[src/rtl/stage_share_arbiter.sv]
// Round-robin arbiter sharing one registered capture stage among N_REQ requesters,
// with optional bounded burst locking by the current winner.
module stage_share_arbiter #(
   parameter  int N_REQ     = 4,
   parameter  int WIDTH     = 1,
   parameter  int MAX_BURST = 4,
   localparam int IDW       = (N_REQ > 1) ? $clog2(N_REQ) : 1,
   localparam int CW        = $clog2(MAX_BURST + 1)
) (
   input  logic                     clock,
   input  logic                     reset,
   input  logic [N_REQ-1:0]         req,
   input  logic [N_REQ-1:0]         lock,
   input  logic [N_REQ*WIDTH-1:0]   in_data,
   output logic [N_REQ-1:0]         grant,
   output logic [WIDTH-1:0]         out,
   output logic                     out_valid,
   output logic [IDW-1:0]           out_id,
   output logic                     busy
);

   typedef enum logic {IDLE, OWN} state_t;

   state_t                         state_q, state_d;
   logic [IDW-1:0]                 ptr_q, ptr_d;
   logic [IDW-1:0]                 owner_q, owner_d;
   logic [CW-1:0]                  cnt_q, cnt_d;
   logic [N_REQ-1:0]               grant_d;
   logic [WIDTH-1:0]               out_d;
   logic                           out_valid_d;
   logic [IDW-1:0]                 out_id_d;
   logic [N_REQ-1:0][WIDTH-1:0]    lane_data;

   logic                           rr_any;
   logic [IDW-1:0]                 rr_win;

   assign lane_data = in_data;
   assign busy      = (state_q == OWN);

   // Scan from highest offset down so the last hit is the one closest to ptr.
   always_comb begin
      int idx;
      idx    = 0;
      rr_any = 1'b0;
      rr_win = '0;
      for (int i = N_REQ - 1; i >= 0; i--) begin
         idx = (int'(ptr_q) + i) % N_REQ;
         if (req[IDW'(idx)]) begin
            rr_any = 1'b1;
            rr_win = IDW'(idx);
         end
      end
   end

   always_comb begin
      logic           do_cap;
      logic [IDW-1:0] sel;
      logic [CW-1:0]  cnt_inc;
      state_d     = state_q;
      ptr_d       = ptr_q;
      owner_d     = owner_q;
      cnt_d       = cnt_q;
      out_d       = out;
      out_id_d    = out_id;
      out_valid_d = 1'b0;
      grant_d     = '0;
      do_cap      = 1'b0;
      sel         = '0;
      cnt_inc     = cnt_q + CW'(1);

      if (state_q == OWN && req[owner_q] && lock[owner_q]) begin
         do_cap = 1'b1;
         sel    = owner_q;
         cnt_d  = cnt_inc;
         if (cnt_inc == CW'(MAX_BURST)) begin
            state_d = IDLE;
            cnt_d   = '0;
         end
      end else begin
         // Releasing owner falls straight into normal arbitration: no dead cycle.
         if (state_q == OWN) begin
            state_d = IDLE;
            cnt_d   = '0;
         end
         if (rr_any) begin
            do_cap = 1'b1;
            sel    = rr_win;
            ptr_d  = (rr_win == IDW'(N_REQ - 1)) ? '0 : rr_win + IDW'(1);
            if (lock[rr_win] && (MAX_BURST > 1)) begin
               state_d = OWN;
               owner_d = rr_win;
               cnt_d   = CW'(1);
            end
         end
      end

      if (do_cap) begin
         grant_d[sel] = 1'b1;
         out_d        = lane_data[sel];
         out_id_d     = sel;
         out_valid_d  = 1'b1;
      end
   end

   always_ff @(posedge clock) begin
      if (!reset) begin
         state_q   <= IDLE;
         ptr_q     <= '0;
         owner_q   <= '0;
         cnt_q     <= '0;
         grant     <= '0;
         out       <= '0;
         out_valid <= 1'b0;
         out_id    <= '0;
      end else begin
         state_q   <= state_d;
         ptr_q     <= ptr_d;
         owner_q   <= owner_d;
         cnt_q     <= cnt_d;
         grant     <= grant_d;
         out       <= out_d;
         out_valid <= out_valid_d;
         out_id    <= out_id_d;
      end
   end

endmodule

[config.mk]
export PLATFORM = sky130hd
export DESIGN_NAME = stage_share_arbiter
export DESIGN_NICKNAME = d
export VERILOG_FILES = /design/src/rtl/stage_share_arbiter.sv
export SDC_FILE = /design/constraint.sdc
export NUM_CORES = 1
export LEC_CHECK = 0
export ABC_AREA = 1
export CORE_MARGIN = 5
export CORE_UTILIZATION = 52
export DETAILED_ROUTE_END_ITERATION = 10
export PLACE_DENSITY = 0.85
export SLEW_MARGIN = 10
export SYNTH_ARGS = -nofsm -noshare
export SYNTH_HDL_FRONTEND = slang
export SYNTH_SLANG_ARGS = --single-unit
[constraint.sdc]
create_clock -name clock -period 3.51 [get_ports clock]
set_input_delay 0.8775 -clock clock [delete_from_list [all_inputs] [get_ports clock]]
set_output_delay 0.8775 -clock clock [all_outputs]
set_load 0.02 [all_outputs]
==> metrics, run 1 <==
run status complete, no violations; CP bufs+invs 3; Hold Crit Class flop to flop; Unique masters post-synth 23; antenna violations before repair 0; Finished Core Util 67.4%; largest net degree at the start of global routing 10; Max Clock Freq 405 MHz; Crit Path Max Fanout 5; syn_area_per_cell 6.81 µm²; std cell rows 16; Syn Nets 164; Logic pwr share 63.5%; critical-path cell list clkdlybuf4s50_1 > nand3_1 > nand3_1 > nand3_1 > inv_1 > nand2_1 > nand2_1 > inv_2 > nand3_1 > nand2_1 > nor2_1 > nor2_1; I/O pin cnt 23; hold-fix buffers at CTS 0; die footprint 2920 µm²; slowest stage delay, CP 0.53 ns; ANT cells 0; Clk pwr share 10.1%; Post-synth EDFFs 0; Mapped Cells 148; Syn-to-layout area delta 27.2%; H-tree depth 1; drt drc 0; fraction of layout cells with a size suffix above 1 19.2%; vias per inst 5.24; final period utilization 70.3%; GP Congestion 0.892; startpoint types input port; PortBufs 22; minimum clock period 2.47 ns; critical path's top delay family simple AND/OR/NAND/NOR gates; first-pass GRT wire length 4090 µm; Post-Syn Area 1010 µm²; Total GRT Usage 19.1%; Switching Share 50.2%; Initial Utilization 53.0%; Detail Route Antenna Nets 0; Yosys warning count 0; clock root buffer clkbuf_4; leading cell type in the layout, fill and taps excluded nand2_1; CP arrival 2.64 ns; Reg power frac 26.4%; setup_tns 0 ns; Post-synth ARST share 0%; post-CTS sizing 0; DR iter-0 viols 27; DR WL/cell 12.0 µm; register area share after synthesis 31.8%; pwr dens 939 nW/µm²; worst slew pin tran 0.418 ns; vias in the first global route 1000; Die Ht 54.0 µm; Core ar. 1900 µm²; Setup Fix Bufs, Post-CTS 0; relative slew slack 72.1%; most used cell along the critical path nand3_1; worst path required time 3.69 ns; clock latency on the worst-skew pair 0.29 ns; Clock Tree Buf Depth 2; Critical Path End Type flop; Max rail drop VDD 540 µV; nets 189; Num CTS Buffers 3; RSZ-0062 raised after global routing false; #FFs+latches synth 16; Critical Path Slowest Stage Cell clkdlybuf4s50_1; most frequent cells in the layout nand2_1, clkdlybuf4s50_1, nand3_1, dfxtp_1; DR pass1 iterations 4; LEAKAGE 0.607 nW; grt ovf 0; Max Cap Violations 0; Fin Clk Skew 0.00793 ns; DP HPWL 1920 µm; Crit Path Class input port to flop; fin. max-slew vios 0; Die Width 54.0 µm; Finish-stage setup viols 0; via count 1043; CTS tree done; NetSw 0.605 mW; # clock sinks 16; ys flop type dfxtp_1; WL final 2380 µm; Pint 0.599 mW; clock transition at the registers of the reported paths 0.10 ns; Hold Fails Final Rpt 0
[worst register-to-register path: stages (launching register included)]
cell and delay, ns:
dfxtp_1 0.59, inv_6 0.09, nand2_2 0.08, nand2_2 0.06, nor2_2 0.14, nand3_2 0.13
nand2_1 0.15, inv_2 0.08, nand2_4 0.09, nand2_2 0.07, nand3_1 0.07, nand2_1 0.06
nor2_1 0.11, nor2_1 0.05
[cells by family after synthesis]
kind of cell               after synthesis  synth area share, %
and+or+nand+nor                         96                 48.6
buffers and inverters                   20                 8.81
DFF                                     16                 31.8
AOI/OAI and AO/OA                       12                 6.33
adders and majority gates                2                 2.48
xor gates and xnor gates                 1                0.869
muxes                                    1                 1.12
[sequential cells by signal, summed over array words and instances, names as in the netlist]
signal / flops
cnt_q: 3
ptr_q: 2
grant: 4
out_valid: 1
out: 1
busy: 1
out_id: 2
owner_q: 2
[per-layer routing]
metal	vias up	global-route usage [%]	share of wire [%]
met5	-	0	0
met4	0	6.22	0.97
met3	4	5.26	6.5
met2	31	33.9	52
met1	478	22.0	40
li1	530	-	-
[synth_stat cells (2+ instances only)]
cell     count  area, µm²
nand2_1     42        158
nand3_1     20        100
dfxtp_1     16        320
inv_1       11       41.3
nand2_2     11       68.8
a21oi_1      7       35.0
nand3_2      7       70.1
nor2_1       7       26.3
inv_2        5       18.8
nor3_1       4       20.0
nand2_4      3       33.8
o21ai_0      3       15.0
ha_1         2       25.0
[power groups by stage]
stage	Sequential, mW	Combinational, mW	Clock (mW)
floorplan	0.339	0.552	0
global placement	0.320	0.733	0
global route	0.329	0.851	0.134
detailed placement	0.321	0.758	0
finish	0.318	0.765	0.121
CTS	0.318	0.763	0.123
[metrics by stage]
| step | total power, mW | worst slack (ns) | cell area [µm²] | std cells | hold WS [ns] |
|---|---|---|---|---|---|
| after floorplan | 0.892 | 1.57 | 1010 | 148 | 0.462 |
| after global placement | 1.05 | 0.829 | 1250 | 195 | 0.470 |
| after detailed placement | 1.08 | 0.802 | 1250 | 195 | 0.457 |
| after CTS | 1.20 | 1.08 | 1280 | 199 | 0.472 |
| after global routing | 1.31 | 0.908 | 1280 | 199 | 0.526 |
| final | 1.20 | 1.04 | 1280 | 199 | 0.471 |
[final cells by class]
type	count	area (µm²)
multi-input cells	112	599
well taps	27	33.8
fillers	161	619
flip-flops and latches	16	320
inverters	18	72.6
clock buffers	4	36.3
repair buffers	22	220
[path summary, 6_finish.rpt]
check | slack (ns) | endpoint | cells after the start | from
min reg2reg | 0.47 | out_id[0] | 2 | out_id[0]
max | 1.04 | out | 12 | req[3]
max reg2reg | 1.62 | out | 13 | ptr_q[0]
min | 0.47 | out_id[0] | 2 | out_id[0]
Note: power is estimated with default switching activity, not from simulation.
==> run 2, diff against run 1 <==
--- a/config.mk
+++ b/config.mk
@@ -7,9 +7,9 @@
 export LEC_CHECK = 0
 export ABC_AREA = 1
 export CORE_MARGIN = 5
-export CORE_UTILIZATION = 52
+export CORE_UTILIZATION = 44
 export DETAILED_ROUTE_END_ITERATION = 10
-export PLACE_DENSITY = 0.85
+export PLACE_DENSITY = 0.77
 export SLEW_MARGIN = 10
 export SYNTH_ARGS = -nofsm -noshare
 export SYNTH_HDL_FRONTEND = slang
==> constraint.sdc (replaced) <==
create_clock -name clock -period 2.1 [get_ports clock]
set_input_delay 0.525 -clock clock [delete_from_list [all_inputs] [get_ports clock]]
set_output_delay 0.525 -clock clock [all_outputs]
set_load 0.02 [all_outputs]
==> run 2 against run 1 <==
Design area grew 14%; die area grew 15%; worst setup slack lost 0.91 ns; global-route usage shrank 1.4 points; cell count grew 11%; combinational power grew 100%; clock power grew 73%; register-to-register slack lost 1.4 ns; largest cell class unchanged.
==> metrics, run 2 (same netlist as run 1, synthesis figures left out) <==
run status complete, no violations; max reg flops 4 (unchanged); LEAKAGE 0.726 nW (+20%); largest net degree at the start of global routing 10 (unchanged); Fin Clk Skew 0.000891 ns (-0.00704 ns); clock transition at the registers of the reported paths 0.10 ns (about the same); Critical Path End Type flop; std cell rows 17 (+1); ANT cells 0 (unchanged); most frequent cells in the layout nand2_1, clkdlybuf4s50_1, buf_4, nand3_1, dfxtp_1; clock latency on the worst-skew pair 0.29 ns (about the same); vias in the first global route 1062 (+6.2%); top flop regs grant: 4 flops, cnt_q: 3 flops; Crit Path Class input port to flop; pwr dens 1580 nW/µm² (+69%); Num CTS Buffers 3 (unchanged); nets 209 (+11%); Finish-stage setup viols 0 (unchanged); Detail Route Antenna Nets 0 (unchanged); Hold Fails Final Rpt 0 (unchanged); Max Cap Violations 0 (unchanged); Biggest register grant; die footprint 3350 µm² (+15%); vias per inst 4.95 (-5.6%); setup_tns 0 ns (unchanged); Design Area, Final 1460 µm² (+14%); Placement Cell Area 1400 µm² (+12%); leading cell type in the layout, fill and taps excluded nand2_1; Max Clock Freq 508 MHz; relative slew slack 68.6% (-3.6 points); DR WL/cell 12.2 µm (+2.3%); WL final 2690 µm (+13%); I/O pin cnt 23 (unchanged); drt drc 0 (unchanged); grt ovf 0 (unchanged); clock root buffer clkbuf_4; DR iter-0 viols 38 (+41%); Core ar. 2190 µm² (+15%); Clock Tree Buf Depth 2 (unchanged); fin. max-slew vios 0 (unchanged); H-tree depth 1 (unchanged); worst hold slack 0.476 ns (+0.00558 ns); worst slew pin tran 0.471 ns (+0.0535 ns); RSZ-0062 raised after global routing false; Hold Crit Class flop to flop; CP arrival 2.19 ns (-0.45 ns); PortBufs 22 (unchanged); first-pass GRT wire length 4660 µm (+14%); final period utilization 93.7%; Max rail drop VDD 845 µV (+57%); Total GRT Usage 17.7% (-1.4 points); Syn-to-layout area delta 44.4%; total power 2.31 mW (+92%); GP Congestion 0.780 (-13%); Die Width 57.9 µm (+7.1%); via count 1089 (+4.4%); Crit Path Max Fanout 4 (-1); # clock sinks 16 (unchanged); Initial Utilization 46.0% (-7.0 points); DR pass1 iterations 4 (unchanged); minimum clock period 1.97 ns; startpoint types input port; antenna violations before repair 0 (unchanged); worst path required time 2.32 ns (-1.37 ns); fraction of layout cells with a size suffix above 1 28.6% (+9.5 points); Die Ht 57.9 µm (+7.1%); CTS tree done; DP HPWL 2130 µm (+11%)
==> run 2: changes by cell type in the layout (fill, tap and decap cells not counted) <==
cell / change
buf_4: +20
clkdlybuf4s50_1: -2
dlymetal6s2s_1: +2
nand3_1: -2
nand3_2: +1
nand3_4: +1
==> run 2: final cells by class <==
type | count | area [µm²]
fillers | 188 | 734
multi-input cells | 112 | 617
repair buffers | 42 | 375
flip-flops and latches | 16 | 320
inverters | 18 | 72.6
clock buffers | 4 | 36.3
well taps | 28 | 35.0
==> run 2: final timing paths <==
kind / startpoint / endpoint / slack (ns) / depth (start not counted)
setup reg to reg: ptr_q[0] / owner_q[1] / 0.20 / 14
hold / removal: out_id[0] / out_id[0] / 0.48 / 2
hold reg to reg: out_id[0] / out_id[0] / 0.48 / 2
setup / recovery: req[3] / owner_q[1] / 0.13 / 13
==> run 2: worst max-delay path: stages <==
cell	delay [ns]
clkdlybuf4s50_1	0.52
nand2_1	0.09
nand2_1	0.13
inv_2	0.06
nand2_1	0.13
nand2_2	0.08
nand2_4	0.09
nand2_4	0.07
nand2_2	0.07
nand3_2	0.10
nand3_2	0.12
nand2_1	0.06
a21oi_1	0.13
==> run 2: stage by stage <==
stage	std cells	utilization (%)	setup WS, ns
floorplan	148	-	0.515
global route	220	66.5	0.00779
finish	220	66.5	0.132
detailed placement	216	63.8	-0.169
CTS	220	65.4	0.106
global placement	216	63.8	-0.132
==> run 2: report_power, final <==
| group | total, mW | internal (mW) | switching [mW] |
|---|---|---|---|
| Clock | 0.209 | 0.106 | 0.103 |
| Combinational | 1.56 | 0.679 | 0.885 |
| Sequential | 0.535 | 0.422 | 0.113 |
| Total | 2.31 | 1.21 | 1.10 |
==> run 2: what timing repair did <==
| item | CTS | global route |
|---|---|---|
| endpoints found under the hold margin | 0 | 0 |
| buffers inserted | 0 | 0 |
| resized for setup | 0 | 5 |
| hold buffers | 0 | 0 |
| endpoints found under the setup margin | 0 | 9 |
==> run 2: routing by layer <==
| layer | vias up | global-route usage (%) | part of all wire [%] |
|---|---|---|---|
| li1 | 569 | - | - |
| met1 | 493 | 22.0 | 45 |
| met2 | 25 | 31.0 | 51 |
| met3 | 2 | 4.01 | 3.7 |
| met4 | 0 | 3.97 | 0.41 |
| met5 | - | 0 | 0 |
